===== src/rtl/tblink_rpc_pkg.sv =====
// tblink_rpc_pkg: shared constants, FSM encodings and error-bit indices for the tblink RPC host peer
package tblink_rpc_pkg;
    localparam logic [7:0] CMD_RSP  = 8'h00;
    localparam logic [7:0] DST_HOST = 8'h00;
    localparam int ERR_UNEXP = 0;
    localparam int ERR_ID    = 1;
    localparam int ERR_SIZE  = 2;
    typedef enum logic [2:0] {TX_IDLE, TX_SZ, TX_CMD, TX_ID, TX_DAT} tx_state_t;
    typedef enum logic [2:0] {RX_DST, RX_SZ, RX_CMD, RX_ID, RX_DAT, RX_HOLD} rx_state_t;
endpackage


===== src/rtl/tblink_rpc_frame_rx.sv =====
// tblink_rpc_frame_rx: parses DST/SZ/CMD/ID/payload frames and holds each one until it is accepted
module tblink_rpc_frame_rx import tblink_rpc_pkg::*; #(
    parameter int PAYLOAD_SZ = 4
) (
    input  logic                    uclock,
    input  logic                    reset,
    input  logic [7:0]              rx_dat,
    input  logic                    rx_valid,
    output logic                    rx_ready,
    input  logic                    outstanding,
    input  logic [7:0]              last_id,
    input  logic                    ack,
    output logic                    frm_valid,
    output logic [7:0]              frm_cmd,
    output logic [7:0]              frm_id,
    output logic [7:0]              frm_sz,
    output logic [8*PAYLOAD_SZ-1:0] frm_data,
    output logic [2:0]              err_set
);
    localparam logic [7:0] PSZ = 8'(PAYLOAD_SZ);

    rx_state_t state, next;
    logic [7:0] cnt, idx, n, id_now;
    logic beat, last, keep;

    assign rx_ready  = state != RX_HOLD;
    assign frm_valid = state == RX_HOLD;
    assign beat      = rx_valid && rx_ready;
    assign last      = beat && ((state == RX_ID && cnt == 8'd0) || (state == RX_DAT && cnt == 8'd1));
    assign keep      = frm_cmd != CMD_RSP || outstanding;
    assign n         = rx_dat == 8'd0 ? 8'd0 : rx_dat - 8'd1;
    assign id_now    = state == RX_ID ? rx_dat : frm_id;

    // State register; reset abandons any partially received frame
    always_ff @(posedge uclock or posedge reset) begin
        if (reset) state <= RX_DST;
        else       state <= next;
    end

    // Next state: the frame ends on the ID byte when empty, otherwise on the last payload byte
    always_comb begin
        next = state;
        case (state)
            RX_DST:        if (beat) next = RX_SZ;
            RX_SZ:         if (beat) next = RX_CMD;
            RX_CMD:        if (beat) next = RX_ID;
            RX_ID, RX_DAT: if (last) next = keep ? RX_HOLD : RX_DST; else if (beat) next = RX_DAT;
            RX_HOLD:       if (ack) next = RX_DST;
            default:       next = RX_DST;
        endcase
    end

    // Error events: bad/oversize size, unsolicited response, response ID not matching the request
    always_comb begin
        err_set = '0;
        err_set[ERR_SIZE]  = beat && ((state == RX_SZ && rx_dat == 8'd0) || (state == RX_DAT && idx >= PSZ));
        err_set[ERR_UNEXP] = last && frm_cmd == CMD_RSP && !outstanding;
        err_set[ERR_ID]    = last && frm_cmd == CMD_RSP && outstanding && id_now != last_id;
    end

    // Header capture and payload placement; bytes beyond the payload buffer are dropped
    always_ff @(posedge uclock or posedge reset) begin
        if (reset) begin
            cnt      <= '0;
            idx      <= '0;
            frm_cmd  <= '0;
            frm_id   <= '0;
            frm_sz   <= '0;
            frm_data <= '0;
        end else if (beat) begin
            if (state == RX_SZ) begin
                cnt      <= n;
                idx      <= '0;
                frm_sz   <= n > PSZ ? PSZ : n;
                frm_data <= '0;
            end
            if (state == RX_CMD) frm_cmd <= rx_dat;
            if (state == RX_ID) frm_id <= rx_dat;
            if (state == RX_DAT) begin
                for (int k = 0; k < PAYLOAD_SZ; k++)
                    if (idx == 8'(k)) frm_data[8*k +: 8] <= rx_dat;
                idx <= idx + 8'd1;
                cnt <= cnt - 8'd1;
            end
        end
    end
endmodule


===== src/rtl/tblink_rpc_hostproc.sv =====
// tblink_rpc_hostproc: host-side RPC peer; frames requests/answers out, routes parsed frames in
module tblink_rpc_hostproc import tblink_rpc_pkg::*; #(
    parameter int PAYLOAD_SZ = 4
) (
    input  logic                    uclock,
    input  logic                    reset,
    output logic [7:0]              tx_dat,
    output logic                    tx_valid,
    input  logic                    tx_ready,
    input  logic [7:0]              rx_dat,
    input  logic                    rx_valid,
    output logic                    rx_ready,
    input  logic [7:0]              req_cmd,
    input  logic [7:0]              req_sz,
    input  logic [8*PAYLOAD_SZ-1:0] req_params,
    input  logic                    req_valid,
    output logic                    req_ready,
    output logic [7:0]              rsp_id,
    output logic [7:0]              rsp_sz,
    output logic [8*PAYLOAD_SZ-1:0] rsp_data,
    output logic                    rsp_valid,
    input  logic                    rsp_ready,
    output logic [7:0]              dreq_cmd,
    output logic [7:0]              dreq_id,
    output logic [7:0]              dreq_sz,
    output logic [8*PAYLOAD_SZ-1:0] dreq_params,
    output logic                    dreq_valid,
    input  logic                    dreq_ready,
    input  logic [7:0]              drsp_sz,
    input  logic [8*PAYLOAD_SZ-1:0] drsp_data,
    input  logic                    drsp_valid,
    output logic                    drsp_ready,
    output logic [2:0]              err
);
    localparam logic [7:0] PSZ = 8'(PAYLOAD_SZ);

    tx_state_t tx_state, tx_next;
    logic [7:0] lat_sz, lat_cmd, lat_id, cnt, next_id, last_id, dreq_id_q, sz_in, frm_cmd, frm_id, frm_sz;
    logic [8*PAYLOAD_SZ-1:0] lat_data, frm_data;
    logic [2:0] rx_err, tx_err;
    logic outstanding, dreq_taken, lat_is_req, take_drsp, take_req, tx_beat, tx_done, frm_valid, frm_ack;

    tblink_rpc_frame_rx #(.PAYLOAD_SZ(PAYLOAD_SZ)) u_rx (
        .uclock(uclock), .reset(reset), .rx_dat(rx_dat), .rx_valid(rx_valid), .rx_ready(rx_ready),
        .outstanding(outstanding), .last_id(last_id), .ack(frm_ack), .frm_valid(frm_valid),
        .frm_cmd(frm_cmd), .frm_id(frm_id), .frm_sz(frm_sz), .frm_data(frm_data), .err_set(rx_err)
    );

    assign rsp_valid   = frm_valid && frm_cmd == CMD_RSP;
    assign dreq_valid  = frm_valid && frm_cmd != CMD_RSP;
    assign rsp_id      = frm_id;
    assign rsp_sz      = frm_sz;
    assign rsp_data    = frm_data;
    assign dreq_cmd    = frm_cmd;
    assign dreq_id     = frm_id;
    assign dreq_sz     = frm_sz;
    assign dreq_params = frm_data;
    assign frm_ack     = (rsp_valid && rsp_ready) || (dreq_valid && dreq_ready);

    assign drsp_ready = tx_state == TX_IDLE && dreq_taken;
    assign req_ready  = tx_state == TX_IDLE && !outstanding && !drsp_valid;
    assign take_drsp  = drsp_valid && drsp_ready;
    assign take_req   = req_valid && req_ready;
    assign sz_in      = take_drsp ? drsp_sz : req_sz;
    assign tx_valid   = tx_state != TX_IDLE;
    assign tx_beat    = tx_valid && tx_ready;
    assign tx_done    = tx_beat && ((tx_state == TX_ID && lat_sz == 8'd0) || (tx_state == TX_DAT && cnt == 8'd1));
    assign tx_dat     = tx_state == TX_SZ  ? lat_sz + 8'd1 :
                        tx_state == TX_CMD ? lat_cmd :
                        tx_state == TX_ID  ? lat_id :
                        tx_state == TX_DAT ? lat_data[7:0] : 8'h00;

    // Oversize outgoing payloads are clamped and flagged at acceptance
    always_comb begin
        tx_err = '0;
        tx_err[ERR_SIZE] = (take_drsp || take_req) && sz_in > PSZ;
    end

    // TX state register; reset drops the frame in flight
    always_ff @(posedge uclock or posedge reset) begin
        if (reset) tx_state <= TX_IDLE;
        else       tx_state <= tx_next;
    end

    // TX next state: one header/payload byte per accepted beat, frames never interleave
    always_comb begin
        tx_next = tx_state;
        case (tx_state)
            TX_IDLE: if (take_drsp || take_req) tx_next = TX_SZ;
            TX_SZ:   if (tx_ready) tx_next = TX_CMD;
            TX_CMD:  if (tx_ready) tx_next = TX_ID;
            TX_ID:   if (tx_ready) tx_next = lat_sz == 8'd0 ? TX_IDLE : TX_DAT;
            TX_DAT:  if (tx_ready && cnt == 8'd1) tx_next = TX_IDLE;
            default: tx_next = TX_IDLE;
        endcase
    end

    // Latch the winning input, shift payload out, track request IDs, pairing state and sticky errors
    always_ff @(posedge uclock or posedge reset) begin
        if (reset) begin
            lat_sz      <= '0;
            lat_cmd     <= '0;
            lat_id      <= '0;
            lat_data    <= '0;
            lat_is_req  <= 1'b0;
            cnt         <= '0;
            next_id     <= '0;
            last_id     <= '0;
            dreq_id_q   <= '0;
            outstanding <= 1'b0;
            dreq_taken  <= 1'b0;
            err         <= '0;
        end else begin
            if (take_drsp || take_req) begin
                lat_sz     <= sz_in > PSZ ? PSZ : sz_in;
                cnt        <= sz_in > PSZ ? PSZ : sz_in;
                lat_cmd    <= take_drsp ? CMD_RSP : req_cmd;
                lat_id     <= take_drsp ? dreq_id_q : next_id;
                lat_data   <= take_drsp ? drsp_data : req_params;
                lat_is_req <= take_req;
            end
            if (tx_beat && tx_state == TX_DAT) begin
                lat_data <= lat_data >> 8;
                cnt      <= cnt - 8'd1;
            end
            if (rsp_valid && rsp_ready) outstanding <= 1'b0;
            if (tx_done && lat_is_req) begin
                next_id     <= next_id + 8'd1;
                last_id     <= lat_id;
                outstanding <= 1'b1;
            end
            if (dreq_valid && dreq_ready) begin
                dreq_taken <= 1'b1;
                dreq_id_q  <= dreq_id;
            end
            if (take_drsp) dreq_taken <= 1'b0;
            err <= err | rx_err | tx_err;
        end
    end
endmodule


===== config.mk =====
export PLATFORM = sky130hd
export DESIGN_NAME = tblink_rpc_hostproc
export DESIGN_NICKNAME = d
export VERILOG_FILES = /design/src/rtl/tblink_rpc_pkg.sv /design/src/rtl/tblink_rpc_frame_rx.sv /design/src/rtl/tblink_rpc_hostproc.sv
export SDC_FILE = /design/constraint.sdc
export NUM_CORES = 1
export LEC_CHECK = 0
export CAP_MARGIN = 10
export CORE_MARGIN = 3
export CORE_UTILIZATION = 45
export DETAILED_ROUTE_END_ITERATION = 10
export GPL_TIMING_DRIVEN = 0
export PLACE_DENSITY = 0.73
export SLEW_MARGIN = 25
export SYNTH_ARGS = -nofsm -noshare
export SYNTH_HDL_FRONTEND = slang
export SYNTH_SLANG_ARGS = --single-unit

===== constraint.sdc =====
create_clock -name uclock -period 5.1 [get_ports uclock]
set_clock_uncertainty 0.2 [all_clocks]
set_input_delay 0.765 -clock uclock [delete_from_list [all_inputs] [get_ports uclock]]
set_output_delay 0.765 -clock uclock [all_outputs]
set_load 0.01 [all_outputs]

==> results.ini, run 1 <==
[status]
status=completed

[cts]
clockBufferDepth=2
cts_tree=built
path_clk_slew_ns=0.07
clock_sinks=172
cts_resized=0
insertion_delay_ns=0.43
post_cts_buffers=0
cts_buffers=17
cts_root_buf=clkbuf_16
h-tree-depth=4
hold_buffers=0

[place]
placed_cell_area_um2=11400
place_hpwl_mm=19.9
portBuffers=219
gp_congestion=0.912

[yosys]
synth.cell_area_um2=8800
yosysUniqueCellTypes=68
ys_ff_latch=172
async_flop_share=1.00
synth_warnings=0
synth_ff_type=dfrtp_1
synth_edf_count=0
syn_avg_cell_area_um2=9.89
ys_seq_area_frac=0.489
synth_nets=1008
synthCells=890

[detailed_routing]
remaining_drc_errors=0
postRouteAntennaNets=0
avgViaCountPerCell=5.40
wl_met2_mm=13.1
drt-met1-wl_mm=11.6
via_count=7594
top_layer_used=met4
drt_iter0_drc=557
post_drt_wl_per_cell_um=18.7
wl_met3_mm=1.31
drt_pass1_iterations=7
routed_wl_mm=26.4

[floorplanning]
chipWidth_um=146
coreArea_um2=19000
initial_core_util=0.464
io_pins=225
rows=50
fp.dieArea_um2=21300
die_h_um=146

[cells_and_area]
top_regs=lat_data (32), u_rx.frm_data (32)
final_core_util=0.635
postLayoutCellArea_um2=12000
area_delta_synth_final_pct=36.8
drive_gt1_frac=0.141
nets=1252
fill_cells=1576
diodes=0

[critical_path]
worstSetupPathType=register to output port
cpMaxStageDelayCell=clkdlybuf4s50_1
cp_top_family=compound AO/OA/AOI/OAI gates
endpoint_kind=output port
required_ns=4.14
cpMostUsedCell=o21ai_0
cp_max_fo=7
cp_num_buf_inv=1
crit_path_max_incr_delay_ns=0.61
critPathArrivalTime_ns=2.61
cp-start-kind=register
regToRegSetupSlack_ns=2.52
path_cells=ha_1 -> nand3_1 -> xor2_1 -> o21ai_0 -> a22oi_1 -> o21ai_0 -> clkdlybuf4s50_1

[grt]
grt_overflow=0
grt_pass1_vias=7583
grt_pass1_wl_mm=42.3
grt_max_degree=33
antenna_found_initial=0
grt.total_usage=0.247

[power]
pwr-share-comb=0.400
seq_power_share=0.376
vdd_drop_max_mv=0.262
p_clk_frac=0.223
intPower_mw=3.77
p_switching_mw=2.12
p_sw_frac=0.360
power_density_nw_per_um2=489
leakage_nw=5.28

[sta]
rsz0062_at_grt=false
final.setup.tns_ns=0
hold_viol_final=0
slew_viol_final=0
period_share=0.702
period_minus_slack_ns=3.58
fmax_mhz=279
setup_viol=0
slew-limit-headroom=0.486
tightest_slew_ns=0.770

[min_path]
hold_path.class=register to register

[run]
maxCapViolCount=0

==> through the flow <==
step / total power, mW / setup WS (ns) / hold slack (ns) / instances
after floorplan: 3.52 / 1.94 / 0.246 / 890
final: 5.89 / 1.52 / 0.295 / 1407
after detailed placement: 4.58 / 1.45 / 0.278 / 1375
after global routing: 6.25 / 1.34 / 0.317 / 1407
after CTS: 5.91 / 1.50 / 0.295 / 1407
after global placement: 4.52 / 0.495 / 0.266 / 1369
==> synthesized netlist by cell type, drive strengths merged, types with 2 or more instances <==
library cell | number | area, µm²
dfrtp | 172 | 4300
nand2 | 96 | 360
nor2 | 94 | 363
buf | 74 | 547
o21ai | 52 | 260
o22ai | 46 | 288
a22o | 34 | 298
mux2 | 28 | 315
a21oi | 27 | 139
clkbuf | 26 | 97.6
inv | 25 | 93.8
xor2 | 19 | 166
nand3 | 16 | 85.1
ha | 14 | 175
xnor2 | 14 | 123
and3 | 11 | 68.8
and2 | 10 | 62.6
nor3 | 10 | 55.1
a22oi | 9 | 67.6
nor4 | 9 | 77.6
a221oi | 8 | 70.1
nor3b | 8 | 65.1
a31o | 7 | 61.3
nand2b | 7 | 43.8
nand4 | 7 | 43.8
mux2i | 6 | 60.1
or3 | 6 | 37.5
or4 | 6 | 52.6
a21o | 5 | 37.5
nor2b | 5 | 31.3
or2 | 4 | 27.5
a221o | 3 | 30.0
a2111oi | 2 | 17.5
a211o | 2 | 17.5
a222oi | 2 | 20.0
a31oi | 2 | 12.5
and3b | 2 | 17.5
and4 | 2 | 17.5
nand3b | 2 | 15.0
nor4bb | 2 | 20.0
o21a | 2 | 15.0
o31ai | 2 | 15.0
==> cells by family after synthesis <==
group / after synthesis / synth area share
DFF: 172 / 0.489
xor gates and xnor gates: 33 / 0.0328
muxes: 34 / 0.0427
adders and majority gates: 14 / 0.0199
and+or+nand+nor: 300 / 0.169
buffers and inverters: 125 / 0.0839
AOI/OAI and AO/OA: 212 / 0.163
==> worst reg2reg max path, cell delays in order (launching register included) <==
cell and delay (ns):
dfrtp_1 0.39, or4_1 0.56, nor2_1 0.35, nor2_1 0.10
nand2_1 0.46, mux2_2 0.41
==> metal layers <==
metal,vias to the layer above,track usage
met1,3753,0.342
met3,28,0.0452
met2,217,0.408
met4,0,0.0565
met5,-,0
li1,3596,-
==> path summary, 6_finish.rpt <==
| kind | from | to | cells past startpoint |
|---|---|---|---|
| worst max register to register | u_rx.frm_cmd[7] | dreq_id_q[5] | 5 |
| worst min-delay path | lat_data[11] | lat_data[3] | 2 |
| max in group asynchronous | reset | last_id[6] | 5 |
| worst max-delay path | lat_sz[0] | tx_dat[4] | 7 |
| worst min register to register | lat_data[11] | lat_data[3] | 2 |
| min in group asynchronous | reset | u_rx.idx[5] | 2 |
==> area by class of cell <==
type | count | area, µm² | area share
clock inverters | 13 | 140 | 0.0116
inverters | 25 | 97.6 | 0.00810
repair buffers | 225 | 2320 | 0.193
multi-input cells | 593 | 3760 | 0.312
well taps | 260 | 325 | 0.0270
plain buffers | 100 | 644 | 0.0535
clock buffers | 19 | 453 | 0.0376
flip-flops and latches | 172 | 4300 | 0.357
==> cells in the final DEF (no fill, tap or decap), types with 15 or more instances in the layout <==
cell type,n
xor2_1,19
clkbuf_16,17
dfrtp_1,172
a22o_1,34
clkdlybuf4s50_1,219
nand3_1,15
a21oi_1,26
nand2_1,96
o22ai_1,46
nor2_1,92
buf_4,49
o21ai_0,52
mux2_2,28
inv_1,24
clkbuf_1,26
==> power groups by stage <==
stage               Combinational (mW)  Sequential (mW)  Clock (mW)
floorplan                         1.39             2.14           0
global placement                  2.30             2.22           0
detailed placement                2.35             2.22           0
CTS                               2.37             2.21        1.33
global route                      2.58             2.27        1.40
finish                            2.36             2.22        1.32
No activity file was read; power rests on OpenSTA's default activity.
==> run 2, diff against run 1 <==
clock period = 3.1 ns   (was 5.1 ns; I/O delays follow)
==> results.ini, run 2 (same netlist as run 1, synthesis figures left out) <==
[critical_path]
path_cells=or4_1 -> nor2_1 -> nor2_1 -> clkdlybuf4s50_1
cp_num_buf_inv=1
required_ns=2.43
endpoint_kind=output port
regToRegSetupSlack_ns=0.52
cpMaxStageDelayCell=or4_1
crit_path_max_incr_delay_ns=0.56
cp_top_family=simple AND/OR/NAND/NOR gates
cp_max_fo=3
critPathArrivalTime_ns=2.32
worstSetupPathType=register to output port
cp-start-kind=register
cpMostUsedCell=nor2_1

[sta]
fmax_mhz=335
period_minus_slack_ns=2.99
final.setup.tns_ns=0
hold_viol_final=0
setup_viol=0
finalWorstSetupSlack_ns=0.111
hold_ws_ns=0.139
period_share=0.964
slew_viol_final=0
tightest_slew_ns=0.757
slew-limit-headroom=0.495
rsz0062_at_grt=false

[grt]
grt_pass1_vias=7583
grt_pass1_wl_mm=42.3
grt_max_degree=33
grt.total_usage=0.247
grt_overflow=0
antenna_found_initial=0

[place]
place_hpwl_mm=19.9
portBuffers=219
gp_congestion=0.912
pre_cts_ws_ns=-0.250
placed_cell_area_um2=11400
dp_cells=1375

[cts]
h-tree-depth=4
cts_tree=built
hold_buffers=0
cts_root_buf=clkbuf_16
clockBufferDepth=2
path_clk_slew_ns=0.07
insertion_delay_ns=0.43
cts_resized=4
post_cts_buffers=0
cts_buffers=17
clock_sinks=172

[power]
p_clk_frac=0.223
power_density_nw_per_um2=805
power_mw=9.70
p_sw_frac=0.360
seq_power_share=0.375
p_switching_mw=3.49
vdd_drop_max_mv=0.434
pwr-share-comb=0.401
leakage_nw=5.29
intPower_mw=6.21

[run]
maxCapViolCount=0

[cells_and_area]
final_core_util=0.636
final_common_cell=clkdlybuf4s50_1
nets=1252
area_delta_synth_final_pct=36.9
top_regs=lat_data (32), u_rx.frm_data (32)
mostFrequentLayoutCells=clkdlybuf4s50_1, dfrtp_1, nand2_1
drive_gt1_frac=0.145
instances_no_fill=1407
fill_cells=1578
diodes=0
postLayoutCellArea_um2=12100

[detailed_routing]
via_count=7573
postRouteAntennaNets=0
drt_pass1_iterations=7
routed_wl_mm=26.4
remaining_drc_errors=0
drt_iter0_drc=588
post_drt_wl_per_cell_um=18.7
avgViaCountPerCell=5.38

[floorplanning]
fp.dieArea_um2=21300
io_pins=225
chipWidth_um=146
initial_core_util=0.464
die_h_um=146
coreArea_um2=19000
rows=50

[min_path]
hold_path.class=input pin to async pin

[status]
status=completed

run 2: worst paths after layout:
kind,from,to,cells past startpoint
min in group uclock,rx_dat[3],u_rx.frm_data[27],2
hold reg to reg,lat_data[11],lat_data[3],2
setup reg to reg,u_rx.frm_cmd[7],dreq_id_q[5],5
setup / recovery,u_rx.frm_cmd[7],dreq_valid,4
hold / removal,reset,u_rx.idx[5],2
max in group asynchronous,reset,lat_sz[2],5
run 2: power by group through the flow:
stage	registers, mW	logic (mW)	clock network, mW
2_1_floorplan	3.52	2.28	0
3_3_place_gp	3.65	3.79	0
4_1_cts	3.63	3.89	2.19
3_5_place_dp	3.66	3.87	0
5_1_grt	3.74	4.26	2.30
6_report	3.64	3.89	2.16
run 2: final cells by class:
cell class / instances / area [µm²] / area share
Buffer: 100 / 646 / 0.0536
Clock buffer: 19 / 453 / 0.0376
Multi-Input combinational cell: 593 / 3760 / 0.312
Tap cell: 260 / 325 / 0.0270
Inverter: 25 / 97.6 / 0.00810
Clock inverter: 13 / 140 / 0.0116
Sequential cell: 172 / 4310 / 0.357
Timing Repair Buffer: 225 / 2320 / 0.192
run 2: per-layer routing:
layer | share of wire | track usage
met2 | 0.50 | 0.408
met4 | 0.014 | 0.0565
met1 | 0.44 | 0.342
met3 | 0.045 | 0.0452
met5 | 0 | 0
==> run 3, diff against run 2 <==
CORE_UTILIZATION = 53   (was 45)
PLACE_DENSITY = 0.82   (was 0.73)
clock period = 3.47 ns   (was 3.1 ns; I/O delays follow)
==> results.ini, run 3 (same netlist as run 1, synthesis figures left out) <==
[critical_path]
r2r_cells=5
cp-start-kind=register
cp_max_fo=7
regToRegSetupSlack_ns=0.86
endpoint_kind=output port
required_ns=2.75
timing.rr.start=u_rx.frm_cmd[3]
critPathArrivalTime_ns=2.61
worstSetupPathType=register to output port
crit_path_start=lat_sz[0]
r2r-end=dreq_id_q[4]

[sta]
slew_viol_final=0
period_minus_slack_ns=3.33
hold_ws_ns=0.230
final.setup.tns_ns=0
period_share=0.959
hold_viol_final=0
tightest_slew_ns=0.738
fmax_mhz=300
slew-limit-headroom=0.508
setup_viol=0
rsz0062_at_grt=false

[power]
leakage_nw=5.28
vdd_drop_max_mv=0.471
power_density_nw_per_um2=726

[floorplanning]
io_pins=225
rows=46
initial_core_util=0.548
coreArea_um2=16100
chipWidth_um=135
fp.dieArea_um2=18200
die_h_um=135

[detailed_routing]
wl_met2_mm=13.3
via_count=7912
routed_wl_mm=26.7
wl_met3_mm=1.79
drt-met1-wl_mm=10.9
drt_pass1_iterations=5
remaining_drc_errors=0
top_layer_used=met4
drt_iter0_drc=711
post_drt_wl_per_cell_um=19.6
avgViaCountPerCell=5.80
postRouteAntennaNets=0

[cells_and_area]
final_common_cell=clkdlybuf4s50_1
drive_gt1_frac=0.141
top_regs=lat_data (32), u_rx.frm_data (32)
postLayoutCellArea_um2=12000
area_delta_synth_final_pct=36.2
nets=1252
diodes=0
mostFrequentLayoutCells=clkdlybuf4s50_1, dfrtp_1, nand2_1

[grt]
antenna_found_initial=0
grt_pass1_wl_mm=42.4
grt_overflow=0
grt.total_usage=0.297
grt_max_degree=32
grt_pass1_vias=7900

[place]
portBuffers=219
placed_cell_area_um2=11400
gp_congestion=0.903
place_hpwl_mm=19.7

[min_path]
hold_path.class=input pin to async pin

[cts]
path_clk_slew_ns=0.07
clockBufferDepth=2
hold_buffers=0
insertion_delay_ns=0.43
cts_root_buf=clkbuf_16
h-tree-depth=4
clock_sinks=172
post_cts_buffers=0
cts_resized=0
cts_tree=built
cts_buffers=17

[run]
maxCapViolCount=0

[status]
status=completed

-- run 3: worst max path at each step --
stage	slack [ns]	cells past startpoint	to
finish	0.14	7	tx_dat[4]
global route	0.05	7	tx_dat[4]
CTS	0.15	7	tx_dat[4]
detailed placement	0.16	9	u_rx.frm_sz[0]
global placement	-0.84	2	next_id[4]
floorplan	0.55	1	cnt[0]
-- run 3: worst max-delay path: stages, from the launching register on --
cell and delay (ns):
dfrtp_1 0.50, ha_1 0.26, nand3_1 0.10, xor2_1 0.15, o21ai_0 0.26, a22oi_1 0.14
o21ai_0 0.19, clkdlybuf4s50_1 0.58
-- run 3: power by group --
group	leakage [nW]	internal [mW]	switching [mW]
Clock	0.274	1.10	0.826
Combinational	2.81	1.78	1.73
Sequential	2.19	2.66	0.600
-- run 3: layout make-up --
class | count | area (µm²)
Clock buffer | 19 | 453
Multi-Input combinational cell | 593 | 3760
Inverter | 25 | 97.6
Sequential cell | 172 | 4300
Buffer | 100 | 644
Timing Repair Buffer | 225 | 2320
Tap cell | 216 | 270
Clock inverter | 13 | 141
Fill cell | 1083 | 4070
-- run 3: stage by stage --
stage,cells,total power [mW],utilization,setup WS [ns]
floorplan,890,5.18,-,0.553
global placement,1325,6.60,0.702,-0.839
detailed placement,1331,6.73,0.710,0.159
CTS,1363,8.69,0.747,0.147
global route,1363,9.18,0.747,0.0520
finish,1363,8.70,0.747,0.141
-- run 3: per-layer routing --
metal  vias to the layer above  track usage
met5                         -            0
met4                         0       0.0967
met3                        49       0.0477
met2                       361        0.482
met1                      3898        0.413
li1                       3604            -
